File: src/rtl/vga_text_console.sv
// vga_text_console
// Writable character buffer for the VGA text path. Bytes arrive on a
// valid/ready port and are placed at a cursor that understands LF, CR and BS.
// When the cursor runs past the last row, the screen scrolls up by one row and
// the freed row is blanked. The glyph generator reads cells through a
// registered random-access port that is independent of the update state machine.

module vga_text_console #(
   parameter int COLS = 12,
   parameter int ROWS = 3
) (
   input  logic                    clk,
   input  logic                    rst_n,
   input  logic                    wr_valid,
   output logic                    wr_ready,
   input  logic [7:0]              wr_char,
   input  logic                    clr,
   input  logic [$clog2(COLS)-1:0] rd_col,
   input  logic [$clog2(ROWS)-1:0] rd_row,
   output logic [7:0]              rd_char,
   output logic [$clog2(COLS)-1:0] cur_col,
   output logic [$clog2(ROWS)-1:0] cur_row,
   output logic                    busy
);

   localparam int CW = $clog2(COLS);
   localparam int RW = $clog2(ROWS);
   localparam int N  = COLS * ROWS;
   localparam int PW = $clog2(N);

   localparam logic [PW-1:0] LAST_IDX = PW'(N - 1);
   localparam logic [PW-1:0] ROW1_IDX = PW'(COLS);
   localparam logic [PW-1:0] LROW_IDX = PW'((ROWS - 1) * COLS);
   localparam logic [CW-1:0] LAST_COL = CW'(COLS - 1);
   localparam logic [RW-1:0] LAST_ROW = RW'(ROWS - 1);

   localparam logic [7:0] CH_NUL = 8'h00;
   localparam logic [7:0] CH_BS  = 8'h08;
   localparam logic [7:0] CH_LF  = 8'h0A;
   localparam logic [7:0] CH_CR  = 8'h0D;

   typedef enum logic [1:0] {
      ST_CLEAR   = 2'd0,
      ST_IDLE    = 2'd1,
      ST_SCROLL  = 2'd2,
      ST_CLR_ROW = 2'd3
   } state_t;

   // Update state machine registers
   state_t        state_r;
   logic [PW-1:0] ptr_r;
   logic [CW-1:0] col_r;
   logic [RW-1:0] row_r;

   // Character storage: deliberately not reset, the CLEAR sweep initialises it
   logic [7:0]    mem_r [N];

   // Single write port into the array, decoded from state and input
   logic          mem_we_s;
   logic [PW-1:0] mem_waddr_s;
   logic [7:0]    mem_wdata_s;

   // Misc decode
   logic          accept_s;
   logic [PW-1:0] cur_idx_s;
   logic [PW-1:0] rd_idx_s;
   logic          rd_in_range_s;
   logic [7:0]    rd_char_r;

   assign wr_ready = (state_r == ST_IDLE) && !clr;
   assign busy     = (state_r != ST_IDLE);
   assign accept_s = wr_valid && wr_ready;
   assign cur_col  = col_r;
   assign cur_row  = row_r;
   assign rd_char  = rd_char_r;

   assign cur_idx_s     = PW'(row_r) * PW'(COLS) + PW'(col_r);
   assign rd_idx_s      = PW'(rd_row) * PW'(COLS) + PW'(rd_col);
   assign rd_in_range_s = ({1'b0, rd_col} < (CW + 1)'(COLS)) &&
                          ({1'b0, rd_row} < (RW + 1)'(ROWS));

   // Decode the one array write performed this cycle (clear sweep, scroll copy, row blank, or CPU byte)
   always_comb begin
      mem_we_s    = 1'b0;
      mem_waddr_s = ptr_r;
      mem_wdata_s = CH_NUL;
      if (clr) begin
         // The sweep restarts from index 0, so any write this cycle is pointless
         mem_we_s = 1'b0;
      end else begin
         case (state_r)
            ST_CLEAR, ST_CLR_ROW: begin
               mem_we_s    = 1'b1;
               mem_waddr_s = ptr_r;
               mem_wdata_s = CH_NUL;
            end
            ST_SCROLL: begin
               // Move one cell up a full row; the source is read combinationally
               mem_we_s    = 1'b1;
               mem_waddr_s = ptr_r - ROW1_IDX;
               mem_wdata_s = mem_r[ptr_r];
            end
            ST_IDLE: begin
               if (accept_s) begin
                  case (wr_char)
                     CH_LF, CH_CR: begin
                        mem_we_s = 1'b0;
                     end
                     CH_BS: begin
                        if (col_r != {CW{1'b0}}) begin
                           mem_we_s    = 1'b1;
                           mem_waddr_s = cur_idx_s - PW'(1);
                           mem_wdata_s = CH_NUL;
                        end else begin
                           mem_we_s = 1'b0;
                        end
                     end
                     default: begin
                        // Every other code, NUL included, is stored verbatim
                        mem_we_s    = 1'b1;
                        mem_waddr_s = cur_idx_s;
                        mem_wdata_s = wr_char;
                     end
                  endcase
               end else begin
                  mem_we_s = 1'b0;
               end
            end
            default: begin
               mem_we_s = 1'b0;
            end
         endcase
      end
   end

   // Character array write port
   always_ff @(posedge clk) begin
      if (mem_we_s) begin
         mem_r[mem_waddr_s] <= mem_wdata_s;
      end
   end

   // Console state machine: clear sweep, byte/cursor handling, scroll copy and last-row blanking
   always_ff @(posedge clk or negedge rst_n) begin
      if (!rst_n) begin
         state_r <= ST_CLEAR;
         ptr_r   <= {PW{1'b0}};
         col_r   <= {CW{1'b0}};
         row_r   <= {RW{1'b0}};
      end else if (clr) begin
         // Clear wins over everything, including a pending byte and a partial scroll
         state_r <= ST_CLEAR;
         ptr_r   <= {PW{1'b0}};
         col_r   <= {CW{1'b0}};
         row_r   <= {RW{1'b0}};
      end else begin
         case (state_r)
            ST_CLEAR: begin
               col_r <= {CW{1'b0}};
               row_r <= {RW{1'b0}};
               if (ptr_r == LAST_IDX) begin
                  state_r <= ST_IDLE;
                  ptr_r   <= {PW{1'b0}};
               end else begin
                  ptr_r <= ptr_r + PW'(1);
               end
            end
            ST_IDLE: begin
               if (accept_s) begin
                  case (wr_char)
                     CH_LF: begin
                        col_r <= {CW{1'b0}};
                        if (row_r == LAST_ROW) begin
                           state_r <= ST_SCROLL;
                           ptr_r   <= ROW1_IDX;
                        end else begin
                           row_r <= row_r + RW'(1);
                        end
                     end
                     CH_CR: begin
                        col_r <= {CW{1'b0}};
                     end
                     CH_BS: begin
                        if (col_r != {CW{1'b0}}) begin
                           col_r <= col_r - CW'(1);
                        end
                     end
                     default: begin
                        if (col_r == LAST_COL) begin
                           col_r <= {CW{1'b0}};
                           if (row_r == LAST_ROW) begin
                              state_r <= ST_SCROLL;
                              ptr_r   <= ROW1_IDX;
                           end else begin
                              row_r <= row_r + RW'(1);
                           end
                        end else begin
                           col_r <= col_r + CW'(1);
                        end
                     end
                  endcase
               end
            end
            ST_SCROLL: begin
               if (ptr_r == LAST_IDX) begin
                  state_r <= ST_CLR_ROW;
                  ptr_r   <= LROW_IDX;
               end else begin
                  ptr_r <= ptr_r + PW'(1);
               end
            end
            ST_CLR_ROW: begin
               if (ptr_r == LAST_IDX) begin
                  state_r <= ST_IDLE;
                  ptr_r   <= {PW{1'b0}};
               end else begin
                  ptr_r <= ptr_r + PW'(1);
               end
            end
            default: begin
               state_r <= ST_CLEAR;
               ptr_r   <= {PW{1'b0}};
            end
         endcase
      end
   end

   // Display read port: one-cycle registered lookup, blank outside the screen
   always_ff @(posedge clk or negedge rst_n) begin
      if (!rst_n) begin
         rd_char_r <= CH_NUL;
      end else if (rd_in_range_s) begin
         rd_char_r <= mem_r[rd_idx_s];
      end else begin
         rd_char_r <= CH_NUL;
      end
   end

endmodule

File: config.mk
export PLATFORM = sky130hd
export DESIGN_NAME = vga_text_console
export DESIGN_NICKNAME = d
export VERILOG_FILES = /design/src/rtl/vga_text_console.sv
export SDC_FILE = /design/constraint.sdc
export NUM_CORES = 1
export LEC_CHECK = 0
export BUFFER_PORTS_ARGS = -buffer_cell sky130_fd_sc_hd__buf_2
export CELL_PAD_IN_SITES_DETAIL_PLACEMENT = 1
export CELL_PAD_IN_SITES_GLOBAL_PLACEMENT = 1
export CORE_AREA = 3 3 175 177
export CTS_CLUSTER_SIZE = 16
export DETAILED_ROUTE_END_ITERATION = 10
export DIE_AREA = 0 0 178 180
export PLACE_DENSITY_LB_ADDON = 0.1
export SLEW_MARGIN = 0
export SYNTH_ARGS = -nofsm -noshare
export SYNTH_HDL_FRONTEND = slang
export SYNTH_SLANG_ARGS = --single-unit
File: constraint.sdc
create_clock -name clk -period 6 [get_ports clk]
set_input_delay 0.6 -clock clk [delete_from_list [all_inputs] [get_ports clk]]
set_output_delay 0.6 -clock clk [all_outputs]
set_load 0.05 [all_outputs]
# ---- Yosys cells after proc, flatten, opt, wreduce, memory -nomap -nowiden
# Memory sizes are Yosys's and may differ from the RTL's.
# Index checks and enable logic that the tools add are counted.
dict set report totals {
  register_bits 22
  input_bits 18
  ramBits 288
  memories 1
}
# memory depth word_bits read_ports rd_clocked_by_memory_dff write_ports line
set mem_list {}
lappend mem_list {mem_r 36 8 2 0 1 56} ;# logic [7:0] mem_r [N];
dict set report classes {
  multipliers 2
  n_reduce_logical 16
  addsub 8
  eq_ne 16
  n_lt_le_gt_ge 2
  mux 45
}
# cell n
set ops {}
lappend ops {{$mux 6} 9}
lappend ops {{$pmux 6 s3} 2}
lappend ops {{$mux 8} 4}
lappend ops {{$eq 8x4->1 const B} 3}
lappend ops {{$pmux 6 s2} 2}
lappend ops {{$pmux 8 s3} 1}
lappend ops {{$mux 2} 10}
lappend ops {{$mux 4} 4}
lappend ops {{$pmux 4 s2} 2}
lappend ops {{$add 6x4->6} 2}
lappend ops {{$pmux 2 s2} 3}
lappend ops {{$ne 3x3->1 const B} 3}
lappend ops {{$mul 2x2->4 const B} 2}
lappend ops {{$add 6x1->6 const B} 1}
lappend ops {{$eq 2x2->1 const B} 3}
lappend ops {{$eq 6x6->1 const B} 1}
lappend ops {{$pmux 2 s3} 1}
lappend ops {{$reduce_and 3->1} 2}
lappend ops {{$reduce_or 2->1} 3}
lappend ops {{$reduce_or 3->1} 2}
lappend ops {{$sub 6x1->6 const B} 1}
lappend ops {{$sub 6x4->6 const B} 1}
lappend ops {{$mux 1} 5}
lappend ops {{$reduce_and 5->1} 1}
lappend ops {{18 further kinds} 21}

# ---- Depth between registers and ports, before layout
# Gate-level depths: netlist of run 1.
dict set report depth {
  word_depth 8
  mapped_depth 12
  depth_no_buf 11
}

# ---- Worst setup path before layout of run 1
# Ideal clock, no wire load.
dict set report synth_timing {
  path_kind {reg-to-reg}
  start {register row_r[0], in the netlist cur_row[0]}
  end {memory mem_r[33][0] (enable)}
  setup_ns 0.383
  arrival_time_ns 3.416
  n_path_buf 0
  period_less_slack_ns 3.799
  t_required_ns 5.617
  path_stages_with_launch 11
  slack_ns 2.201
  path_cell_list {dfrtp_1 inv_1 ha_1 fa_1 xnor2_1 nand3b_1 xor2_1 a31oi_1 a32o_1 or3b_1 nor3_1}
}
dict set report synth_via {
  elab_chain_cells 8
}
# element line
set synth_rtl {}
lappend synth_rtl {{start: declaration} 53} ;# logic [RW-1:0] row_r;
lappend synth_rtl {{start signal: assignment} 149} ;# row_r <= {RW{1'b0}};
lappend synth_rtl {{start signal: assignment} 155} ;# row_r <= {RW{1'b0}};
lappend synth_rtl {{start signal: assignment} 160} ;# row_r <= {RW{1'b0}};
lappend synth_rtl {{$mul 2x2->4 (*)} 77} ;# assign cur_idx_s = PW'(row_r) * PW'(COLS) + PW'(col_r);
lappend synth_rtl {{$add 6x4->6 (*)} 77}
lappend synth_rtl {{$sub 6x1->6} 112} ;# mem_waddr_s = cur_idx_s - PW'(1);
lappend synth_rtl {{$mux 6} 110} ;# if (col_r != {CW{1'b0}}) begin
lappend synth_rtl {{$pmux 6 s2 (*)} 105} ;# case (wr_char)
lappend synth_rtl {{$mux 6 (*)} 104} ;# if (accept_s) begin
lappend synth_rtl {{$pmux 6 s3 (*)} 91} ;# case (state_r)
lappend synth_rtl {{$mux 6 (*)} 87} ;# if (clr) begin
lappend synth_rtl {{end: declaration} 56}
# Every way passes the cells marked *; elsewhere a longest branch is shown, timed or not.

# ---- Final worst setup path of run 1
dict set report layout_timing {
  start {register col_r[0], in the netlist cur_col[0]}
  end {memory mem_r[8][2] (enable)}
}
dict set report layout_via {
  elab_chain_cells 8
}
# element line
set layout_rtl {}
lappend layout_rtl {{start: declaration} 52} ;# logic [CW-1:0] col_r;
lappend layout_rtl {{start signal: assignment} 148} ;# col_r <= {CW{1'b0}};
lappend layout_rtl {{start signal: assignment} 154} ;# col_r <= {CW{1'b0}};
lappend layout_rtl {{start signal: assignment} 159} ;# col_r <= {CW{1'b0}};
lappend layout_rtl {{parallel branches: the longest is 8 deep, another holds $add 6x4->6} --}
# Several ways; the timed one is not identified.

==> out/metrics.cfg, run 1 <==
[run_status]
outcome=completed

[run]
cap_violations=0

[drt]
ant_nets=0
viasPerCell=6.842
wirelength_um=42700
wl_per_cell_um=32.18
dr_total_vias=9079
drtIter0Drc=1155
dr.pass1.iters=5
drcViolationCount=0

[grt]
grt_pass1_wl_um=64290
use_met3_pct=7.330
grt_busiest_layer=met2
grt_start_max_net_pins=73
grt_antenna_before_repair=3
grtUsageMet1_pct=38.35
grt_pass1_vias=9624
global_route.usage.met2_pct=43.77
grtUsageTotal_pct=27.51
grt_overflow=0

[timing]
fmax_mhz=228.0
relSlewSlack_pct=15.26
setup_viol=0
worst_slew_pin_slew_ns=1.268
hold_viol=0
finClkSkew_ns=0.01805
finalCriticalPeriod_ns=4.386
report.final.slew_viol_count=0
setup_tns_ns=0
rsz0062_at_grt=false
fin_crit_sh_pct=73.10

[pwr]
sequentialPowerShare_pct=40.5
power.switching_w=0.002144
p_leak_nw=5.654
p_per_area_mw_per_mm2=392.1
p_comb_share_pct=28.7
switching_share_pct=31.87
irDropWorstVdd_uv=268.0
intPower_w=0.004583
clockPowerShare_pct=30.8

[floorplan]
die_w_um=178
dieHeight_um=180
initial_core_util_pct=52.56
coreArea_mm2=0.02940
num_rows=63
pin_count=34
dieArea_mm2=0.03204

[clock_network]
cts_tree=yes
cts.clk_slew.worst_paths_ns=0.06
ctsHoldBuffers=0
htreeDepth=2
postCtsSetupBuffers=0
cts_max_path_buffers=3
cts_made_buffers=35
ctsResizeCount=0
clock_latency_ns=0.52
clock-root-buffer=clkbuf_16
cts_sinks=310

[place]
port_buffers=33
place_congestion=0.9193
place_area_mm2=0.01606
dp_hpwl_um=29480

[synthesis]
yosysTopAreaCellShare_pct=55.96
yosys_most_used_dff=edfxtp_1
synth_warnings=0
ys_ff_latch=310
synth_edf_count=288
synth_nets=912
synth-async-reset-ratio_pct=7.097
syn_area_mm2=0.01545
synth.largest_area_cell=edfxtp_1
syn-instance-count=874
syn_avg_cell_area_um2=17.68
yosysSeqAreaShare_pct=59.53
ys_types=64
yosys-top-cells-area=edfxtp_1 56%, mux4_2 25%, dfrtp_1 3.6%

[final_layout]
drive_gt1_share_pct=30.98
area_delta_synth_final_pct=11.04
postLayoutCoreUtil_pct=58.36
finalNetCount=948
finalInstanceArea_mm2=0.01716

[worst_setup_path]
start_kind=flip-flop
cp.required_ns=6.15
arrival_ns=4.53
cpPeakStageDelay_ns=0.80
slowest_stage=nor2_1
critical_path.top_delay_family=simple AND/OR/NAND/NOR gates
crit_buf_inv=1
end_kind=flip-flop
crit_chain=inv_1 -> ha_1 -> or3b_1 -> a21o_1 -> a21oi_2 -> a2111o_1 -> a21oi_1 -> nand3_1 -> nor2_1
critical_path_class=flip-flop to flip-flop
worst-path-max-fanout=12

[worst_hold_path]
min_path_type=input port to asynchronous set/reset pin

## registers in the layout, indices dropped and copies added, names as in the netlist
| signal | count |
|---|---|
| rd_char | 8 |
| cur_col | 4 |
| mem_r | 288 |
| cur_row | 2 |
| ptr_r | 6 |
| state_r | 2 |
## final timing paths
path	from	end	slack, ns	depth (start not counted)
worst max-delay path	cur_col[0]	mem_r[8][2]	1.61	9
worst min-delay path	rst_n	rd_char[6]	0.11	1
worst max register to register	cur_col[0]	mem_r[8][2]	1.61	9
worst min register to register	state_r[1]	state_r[1]	0.55	2
max in group asynchronous	rst_n	ptr_r[1]	5.42	1
min in group clk	clr	state_r[0]	0.55	2
## kinds of logic (layout without fill, tap and decap cells)
logic type	Yosys count	in the layout	synth area share, %
AOI/OAI and AO/OA	102	102	4.777
xor gates and xnor gates	8	8	0.4534
adders and majority gates	20	20	1.716
buffers and inverters	73	135	1.886
DFF	310	310	59.53
muxes	182	182	25.63
other	0	1	0
and+or+nand+nor	179	179	6.008
## stage by stage
stage / power [W] / setup slack (ns) / std cells / hold slack, ns
2_1_floorplan: 0.004038 / 2.201 / 874 / 0.3044
3_3_place_gp: 0.004640 / 1.808 / 1263 / 0.5158
3_5_place_dp: 0.004688 / 1.609 / 1263 / 0.5440
4_1_cts: 0.006755 / 1.729 / 1326 / 0.1174
5_1_grt: 0.006999 / 1.368 / 1326 / 0.1438
6_report: 0.006727 / 1.614 / 1327 / 0.1060
## power groups by stage
stage / clock (W) / combinational, W / sequential (W)
after floorplan: 0 / 0.00135 / 0.00269
after global placement: 0 / 0.00188 / 0.00276
after detailed placement: 0 / 0.00192 / 0.00277
after CTS: 0.00210 / 0.00193 / 0.00273
after global routing: 0.00220 / 0.00206 / 0.00275
final: 0.00207 / 0.00193 / 0.00272
## cell usage after synthesis (2+ instances only)
cell       instances
o21ai_0           13
edfxtp_1         288
nor2_1            55
o21a_1             2
inv_1             20
nand4b_1           2
and3_1             3
o41ai_1            2
a22oi_1            9
dfrtp_1           22
or3_1              2
buf_2             14
and4_1             2
ha_1              18
a21o_1             4
a211oi_1           8
clkbuf_1          38
nand2b_1           6
xnor2_1            7
a32oi_1            2
a2111oi_0          3
o22ai_1            2
mux2_2            10
nand2_1           33
o31ai_1            4
nor2b_1           20
a21oi_1           22
mux2i_1            2
mux4_2           170
nor3_1            17
nand3_1           11
or3b_1             4
a31oi_1            4
o211ai_1           2
o2111ai_1          3
o221ai_1           9
and3b_1            2
fa_1               2
nand3b_1          12
## routing by layer
metal | share of wire, % | vias up
li1 | - | 3757
met1 | 40 | 4809
met2 | 48 | 437
met3 | 9.4 | 72
met4 | 2.6 | 4
met5 | 0.056 | -
## cells in the final DEF (no fill, tap or decap), drive strengths merged, types with 4 or more instances in the layout
| cell | synthesis | routed |
|---|---|---|
| mux4 | 170 | 170 |
| nor2 | 55 | 55 |
| ha | 18 | 18 |
| mux2 | 10 | 10 |
| inv | 20 | 23 |
| o21ai | 14 | 14 |
| a31oi | 4 | 4 |
| a2111oi | 4 | 4 |
| dfrtp | 22 | 22 |
| a211oi | 8 | 8 |
| clkbuf | 38 | 47 |
| buf | 15 | 52 |
| edfxtp | 288 | 288 |
| a22oi | 9 | 9 |
| a21o | 4 | 4 |
| nor3 | 18 | 18 |
| nand2 | 33 | 33 |
| clkinv | 0 | 10 |
| o221ai | 10 | 10 |
| or3b | 4 | 4 |
| nor2b | 20 | 20 |
| o31ai | 4 | 4 |
| nand3b | 12 | 12 |
| nand2b | 6 | 6 |
| xnor2 | 7 | 7 |
| a21oi | 23 | 23 |
| nand3 | 11 | 11 |
## area by class of cell
class | instances | area, um2
flip-flops and latches | 310 | 9206
clock buffers | 47 | 930.9
inverters | 20 | 75.07
diodes | 1 | 2.502
well taps | 390 | 488.0
multi-input cells | 491 | 5973
clock inverters | 16 | 170.2
repair buffers | 52 | 312.8
fillers | 2592 | 12240
Note: power is estimated with default switching activity, not from simulation.
==> run 2: changes to the inputs <==
--- a/config.mk
+++ b/config.mk
@@ -5,13 +5,14 @@
 export SDC_FILE = /design/constraint.sdc
 export NUM_CORES = 1
 export LEC_CHECK = 0
+export ABC_AREA = 1
 export BUFFER_PORTS_ARGS = -buffer_cell sky130_fd_sc_hd__buf_2
 export CELL_PAD_IN_SITES_DETAIL_PLACEMENT = 1
 export CELL_PAD_IN_SITES_GLOBAL_PLACEMENT = 1
-export CORE_AREA = 3 3 175 177
+export CORE_AREA = 3 3 197 199
 export CTS_CLUSTER_SIZE = 16
 export DETAILED_ROUTE_END_ITERATION = 10
-export DIE_AREA = 0 0 178 180
+export DIE_AREA = 0 0 200 202
 export PLACE_DENSITY_LB_ADDON = 0.1
 export SLEW_MARGIN = 0
 export SYNTH_ARGS = -nofsm -noshare
==> constraint.sdc (replaced) <==
create_clock -name clk -period 3.9 [get_ports clk]
set_input_delay 0.39 -clock clk [delete_from_list [all_inputs] [get_ports clk]]
set_output_delay 0.39 -clock clk [all_outputs]
set_load 0.05 [all_outputs]
==> out/metrics.cfg, run 2 <==
[timing]
relSlewSlack_pct=32.82  ; +18 points
finalCriticalPeriod_ns=3.473  ; -0.9127 ns
fin_crit_sh_pct=89.06  ; +16 points
finClkSkew_ns=0.01456  ; -0.003494 ns
worst_slew_pin_slew_ns=1.008  ; -0.2603 ns
fmax_mhz=287.9  ; +26%
setup_viol=0  ; unchanged
hold_viol=0  ; unchanged
setup_tns_ns=0  ; unchanged
rsz0062_at_grt=false
report.final.slew_viol_count=0  ; unchanged

[worst_setup_path]
critPathLaunch=cur_row[0]
cp.required_ns=4.08  ; -2.07 ns
regToRegEndpoint=mem_r[30][1]
end_kind=flip-flop
arrival_ns=3.65  ; -0.88 ns
r2r-start=cur_row[0]
cpPeakStageDelay_ns=0.61  ; -0.19 ns
r2r_cells=13  ; +4
start_kind=flip-flop
worst-path-max-fanout=8  ; -4
rrSetupSlack_ns=0.43  ; -1.19 ns
endpoint=mem_r[30][1]
slowest_stage=nor2_1
crit_chain=inv_1 -> ha_1 -> fa_1 -> nand2_1 -> inv_1 -> nor2_1 -> xor2_1 -> nand2_1 -> nand3_2 -> nand2_2 -> a21oi_2 -> nand3_2 -> nor2_1
critical_path_class=flip-flop to flip-flop

[pwr]
p_comb_share_pct=37.6  ; +8.9 points
switching_share_pct=40.61  ; +8.7 points
clockPowerShare_pct=28.6  ; -2.2 points
power.switching_w=0.004861  ; +130%
p_per_area_mw_per_mm2=634.5  ; +62%
p_leak_nw=7.110  ; +26%
irDropWorstVdd_uv=390.5  ; +46%
intPower_w=0.007109  ; +55%
sequentialPowerShare_pct=33.8  ; -6.7 points

[final_layout]
postLayoutCoreUtil_pct=50.44  ; -7.9 points
final_common_cell=edfxtp_1
finalInstanceArea_mm2=0.01886  ; +9.9%
largest_reg_flops=288  ; unchanged
n_antenna_cell=0  ; -1
layout_common_cells=288 x edfxtp_1, 250 x o21ai_0, 246 x nand2_1
drive_gt1_share_pct=11.67  ; -19 points
regMostFlops=mem_r
area_delta_synth_final_pct=13.17
finalNetCount=1870  ; +97%

[clock_network]
ctsHoldBuffers=1  ; +1
clock_latency_ns=0.55  ; +0.03 ns
clock-root-buffer=clkbuf_16
htreeDepth=2  ; unchanged
ctsResizeCount=0  ; unchanged
postCtsSetupBuffers=0  ; unchanged
cts_sinks=310  ; unchanged
cts_max_path_buffers=3  ; unchanged
cts_tree=yes
cts.clk_slew.worst_paths_ns=0.06  ; about the same
cts_made_buffers=37  ; +5.7%

[drt]
wl_per_cell_um=24.46  ; -24%
viasPerCell=5.959  ; -13%
wirelength_um=58000  ; +36%
dr.pass1.iters=6  ; +1
drtIter0Drc=1233  ; +6.8%
ant_nets=0  ; unchanged
dr_total_vias=14130  ; +56%
drcViolationCount=0  ; unchanged

[synthesis]
ys_types=46  ; -28%
synth_nets=1849  ; +100%
yosys-top-cells-area=edfxtp_1 52%, o21ai_0 7.5%, nand3_1 5.9%
yosysMostFrequentCell=edfxtp_1
yosys-top-cells-count=288 x edfxtp_1, 250 x o21ai_0, 246 x nand2_1
yosysTopAreaCellShare_pct=51.89  ; -4.1 points
syn_avg_cell_area_um2=9.203  ; -48%
synth_warnings=0  ; unchanged
syn-instance-count=1811  ; +110%
ys_ff_latch=310  ; unchanged
yosys_most_used_dff=edfxtp_1
syn_area_mm2=0.01667  ; +7.9%
synth_edf_count=288  ; unchanged
synth.largest_area_cell=edfxtp_1
yosysSeqAreaShare_pct=55.19  ; -4.3 points
synth-async-reset-ratio_pct=7.097  ; unchanged

[run]
cap_violations=0  ; unchanged

[place]
dp_hpwl_um=37800  ; +28%
place_area_mm2=0.01766  ; +10%
port_buffers=33  ; unchanged
place_congestion=0.8734  ; -5.0%

[floorplan]
dieHeight_um=202  ; +12%
num_rows=71  ; +13%
pin_count=34  ; unchanged
dieArea_mm2=0.04040  ; +26%
die_w_um=200  ; +12%
coreArea_mm2=0.03740  ; +27%
initial_core_util_pct=44.57  ; -8.0 points

[grt]
grt_start_max_net_pins=158  ; +120%
grt_overflow=0  ; unchanged
grtUsageTotal_pct=28.90  ; +1.4 points
grt_pass1_wl_um=88300  ; +37%
grt_pass1_vias=14330  ; +49%
grt_antenna_before_repair=0  ; -3

[worst_hold_path]
min_path_type=input port to flip-flop

[run_status]
outcome=completed

run 2: cell types whose count changed in the layout (fill, tap and decap cells not counted), sizes merged, moves of 14 or more:
cell	previous run	this run
nand4	1	20
o211ai	2	83
nor2b	20	0
mux4	170	0
nor2	55	144
o21ai	14	252
nor3	18	4
nand3	11	213
nand2	33	257
inv	23	184
buf	52	103
a21oi	23	160
run 2: cells by family after synthesis:
kind of cell	count (synthesis)	share of synthesized area [%]
DFF	310	55.19
xor gates and xnor gates	8	0.4655
adders and majority gates	20	1.592
and+or+nand+nor	643	17.53
AOI/OAI and AO/OA	522	17.68
buffers and inverters	308	7.544
run 2: critical path, delay by kind of cell, from the launching register on:
| kind | cells | cell delay, ns |
|---|---|---|
| XOR/XNOR | 1 | 0.17 |
| buffers and inverters | 2 | 0.15 |
| adder cells (fa/ha/maj) | 2 | 0.78 |
| flip-flops | 1 | 0.40 |
| AND/OR/NAND/NOR | 7 | 1.40 |
| AO/OA/AOI/OAI | 1 | 0.20 |
run 2: metrics by stage:
step                total power (W)  hold WS, ns  setup WS [ns]  std cells
detailed placement         0.008544       0.4146         0.4673       2303
global route                0.01256       0.2720         0.1726       2371
floorplan                  0.006863      0.09441         0.5993       1811
CTS                         0.01199       0.2306         0.4707       2371
finish                      0.01197       0.2485         0.4266       2371
global placement           0.008425       0.4050         0.5940       2303
run 2: layer usage:
layer  track usage, %  vias up  routed length [um]
met2            45.01      502               26620
li1                 -     6428                   -
met5                0        -                   0
met1            41.45     7103               25550
met3            4.551       95                4091
met4            9.596        0                1742
run 2: worst min path at each step:
stage / from / to / slack (ns) / cells after the start
after floorplan: rst_n / cur_col[0] / 0.09 / 0
final: clr / ptr_r[1] / 0.25 / 4
after CTS: clr / ptr_r[1] / 0.23 / 4
after global routing: clr / ptr_r[1] / 0.27 / 4
after detailed placement: rst_n / rd_char[3] / 0.41 / 1
after global placement: rst_n / rd_char[5] / 0.41 / 1
run 2: power by group through the flow:
stage	Clock, W	Combinational (W)	Sequential [W]
2_1_floorplan	0	0.00273	0.00413
3_5_place_dp	0	0.00444	0.00411
4_1_cts	0.00349	0.00446	0.00404
5_1_grt	0.00361	0.00488	0.00406
6_report	0.00343	0.00450	0.00404
3_3_place_gp	0	0.00433	0.00410
run 2: final cells by class:
class,count,area (um2)
Fill cell,4265,18540
Sequential cell,310,9206
Multi-Input combinational cell,1193,6294
Clock buffer,46,1002
Timing Repair Buffer,104,828.3
Inverter,186,704.4
Tap cell,511,639.4
Clock inverter,21,188.9
==> run 3: changes to the inputs <==
==> constraint.sdc (replaced) <==
create_clock -name clk -period 3.9 [get_ports clk]
set_input_delay 0 -clock clk [delete_from_list [all_inputs] [get_ports clk]]
set_output_delay 0 -clock clk [all_outputs]
set_load 0.05 [all_outputs]
==> out/metrics.cfg, run 3 (synthesis gave the netlist of run 2 again) <==
[worst_setup_path]
end_kind=flip-flop
start_kind=flip-flop
arrival_ns=3.73  ; +0.08 ns
crit_chain=inv_1 -> ha_1 -> fa_1 -> nand3_1 -> xor2_1 -> nand2_1 -> nand3_2 -> nand2_2 -> nand2_1 -> nand2_1 -> nand3_2 -> nor2_1 -> buf_4
worst-path-max-fanout=8  ; unchanged
crit_path_frequent_cell=nand2_1
critical_path_class=flip-flop to flip-flop
critical_path.top_delay_family=simple AND/OR/NAND/NOR gates
cpPeakStageDelay_ns=0.63  ; +0.02 ns
crit_buf_inv=2  ; unchanged
cp.required_ns=4.14  ; +0.06 ns
slowest_stage=fa_1

[run]
cap_violations=0  ; unchanged

[clock_network]
clock_latency_ns=0.54  ; about the same
cts_made_buffers=36  ; -2.7%
clock-root-buffer=clkbuf_16
postCtsSetupBuffers=0  ; unchanged
cts_sinks=310  ; unchanged
htreeDepth=2  ; unchanged
cts_max_path_buffers=3  ; unchanged
cts.clk_slew.worst_paths_ns=0.06  ; about the same
cts_tree=yes

[pwr]
irDropWorstVdd_uv=416.6  ; +6.7%
switching_share_pct=40.35  ; -0.26 points
sequentialPowerShare_pct=34.6  ; +0.8 points
p_per_area_mw_per_mm2=632.3  ; -0.35%
clockPowerShare_pct=28.4  ; -0.2 points
p_leak_nw=7.106  ; about the same
intPower_w=0.007110  ; about the same
p_comb_share_pct=37.1  ; -0.5 points
power.switching_w=0.004810  ; -1.1%

[timing]
relSlewSlack_pct=19.96  ; -13 points
setup_ws_ns=0.4115  ; -0.01510 ns
worst_slew_pin_slew_ns=1.199  ; +0.1916 ns
finClkSkew_ns=0.03294  ; +0.01839 ns
report.final.slew_viol_count=0  ; unchanged
finalCriticalPeriod_ns=3.488  ; +0.01510 ns
holdWs_ns=0.03220  ; -0.2163 ns
setup_viol=0  ; unchanged
setup_tns_ns=0  ; unchanged
hold_viol=0  ; unchanged
rsz0062_at_grt=false
fmax_mhz=286.7  ; -0.43%
fin_crit_sh_pct=89.45  ; +0.39 points

[final_layout]
layout_common_cells=288 x edfxtp_1, 250 x o21ai_0, 246 x nand2_1
area_delta_synth_final_pct=13.10  ; about the same
finalNetCount=1873  ; +0.16%
regMostFlops=mem_r
n_antenna_cell=0  ; unchanged
final_common_cell=edfxtp_1
drive_gt1_share_pct=11.48  ; -0.19 points
largest_reg_flops=288  ; unchanged

[drt]
wl_met3_um=3898  ; -4.7%
routed-wl-met2_um=26680  ; +0.24%
drcViolationCount=0  ; unchanged
met1Wirelength_um=25710  ; +0.64%
top_layer=met4
viasPerCell=5.951  ; -0.14%
dr.pass1.iters=5  ; -1
wl_per_cell_um=24.59  ; +0.52%
dr_total_vias=14090  ; -0.30%
ant_nets=0  ; unchanged
drtIter0Drc=1056  ; -14%
wirelength_um=58200  ; +0.35%

[grt]
grt_antenna_before_repair=0  ; unchanged
grt_start_max_net_pins=81  ; -49%
grt_pass1_vias=14190  ; -0.92%
grt_pass1_wl_um=88070  ; -0.26%
grtUsageTotal_pct=28.79  ; -0.11 points
grt_overflow=0  ; unchanged

[floorplan]
die_w_um=200  ; unchanged
pin_count=34  ; unchanged
dieHeight_um=202  ; unchanged
num_rows=71  ; unchanged
coreArea_mm2=0.03740  ; unchanged
dieArea_mm2=0.04040  ; unchanged
initial_core_util_pct=44.57  ; unchanged

[place]
dp_slack_ns=0.4536  ; -0.01373 ns
port_buffers=33  ; unchanged
dp_hpwl_um=38400  ; +1.6%
place_congestion=0.8766  ; +0.37%

[run_status]
outcome=completed

[worst_hold_path]
min_path_type=input port to flip-flop

[run 3: worst paths after layout]
path | endpoint | start | cells past startpoint | slack (ns)
setup / recovery | mem_r[14][1] | cur_row[0] | 13 | 0.41
hold / removal | rd_char[2] | rd_row[1] | 5 | 0.03
setup reg to reg | mem_r[14][1] | cur_row[0] | 13 | 0.41
hold reg to reg | state_r[1] | state_r[1] | 2 | 0.53
max in group asynchronous | ptr_r[0] | rst_n | 4 | 2.13
min in group asynchronous | rd_char[0] | rst_n | 3 | 0.48
[run 3: through the flow]
stage          total power, W  area, um2  cells  utilization, %
3_3_place_gp         0.008409      17630   2301           47.15
5_1_grt               0.01248      18850   2367           50.40
2_1_floorplan        0.006863      16670   1811               -
4_1_cts               0.01193      18850   2367           50.40
6_report              0.01192      18850   2367           50.40
3_5_place_dp         0.008517      17630   2301           47.15
[run 3: power groups by stage]
stage                     combinational [W]  clock, W  sequential [W]
final                               0.00442   0.00338         0.00412
after global routing                0.00479   0.00355         0.00414
after CTS                           0.00437   0.00343         0.00412
after detailed placement            0.00433         0         0.00419
after global placement              0.00424         0         0.00417
after floorplan                     0.00273         0         0.00413
[run 3: per-layer routing]
layer / global-route usage, % / vias up
li1: - / 6448
met1: 41.48 / 7034
met4: 9.422 / 0
met3: 4.017 / 106
met5: 0 / -
met2: 45.05 / 497
[run 3: final cells by class]
cell class,instances,area [um2]
Clock buffer,45,965.9
Clock inverter,14,180.2
Fill cell,4237,18550
Inverter,186,704.4
Multi-Input combinational cell,1193,6294
Sequential cell,310,9206
Tap cell,511,639.4
Timing Repair Buffer,108,860.8
[run 3: worst register-to-register path: cells and delay by family, from the launching register on]
kind	cells	cell delay, ns
adder cells (fa/ha/maj)	2	0.99
AND/OR/NAND/NOR	8	1.29
XOR/XNOR	1	0.17
flip-flops	1	0.40
buffers and inverters	2	0.36
[run 3: timing repair]
item,CTS,global route
gates resized for setup,0,0
hold buffers,7,0
hold endpoints to repair,33,0
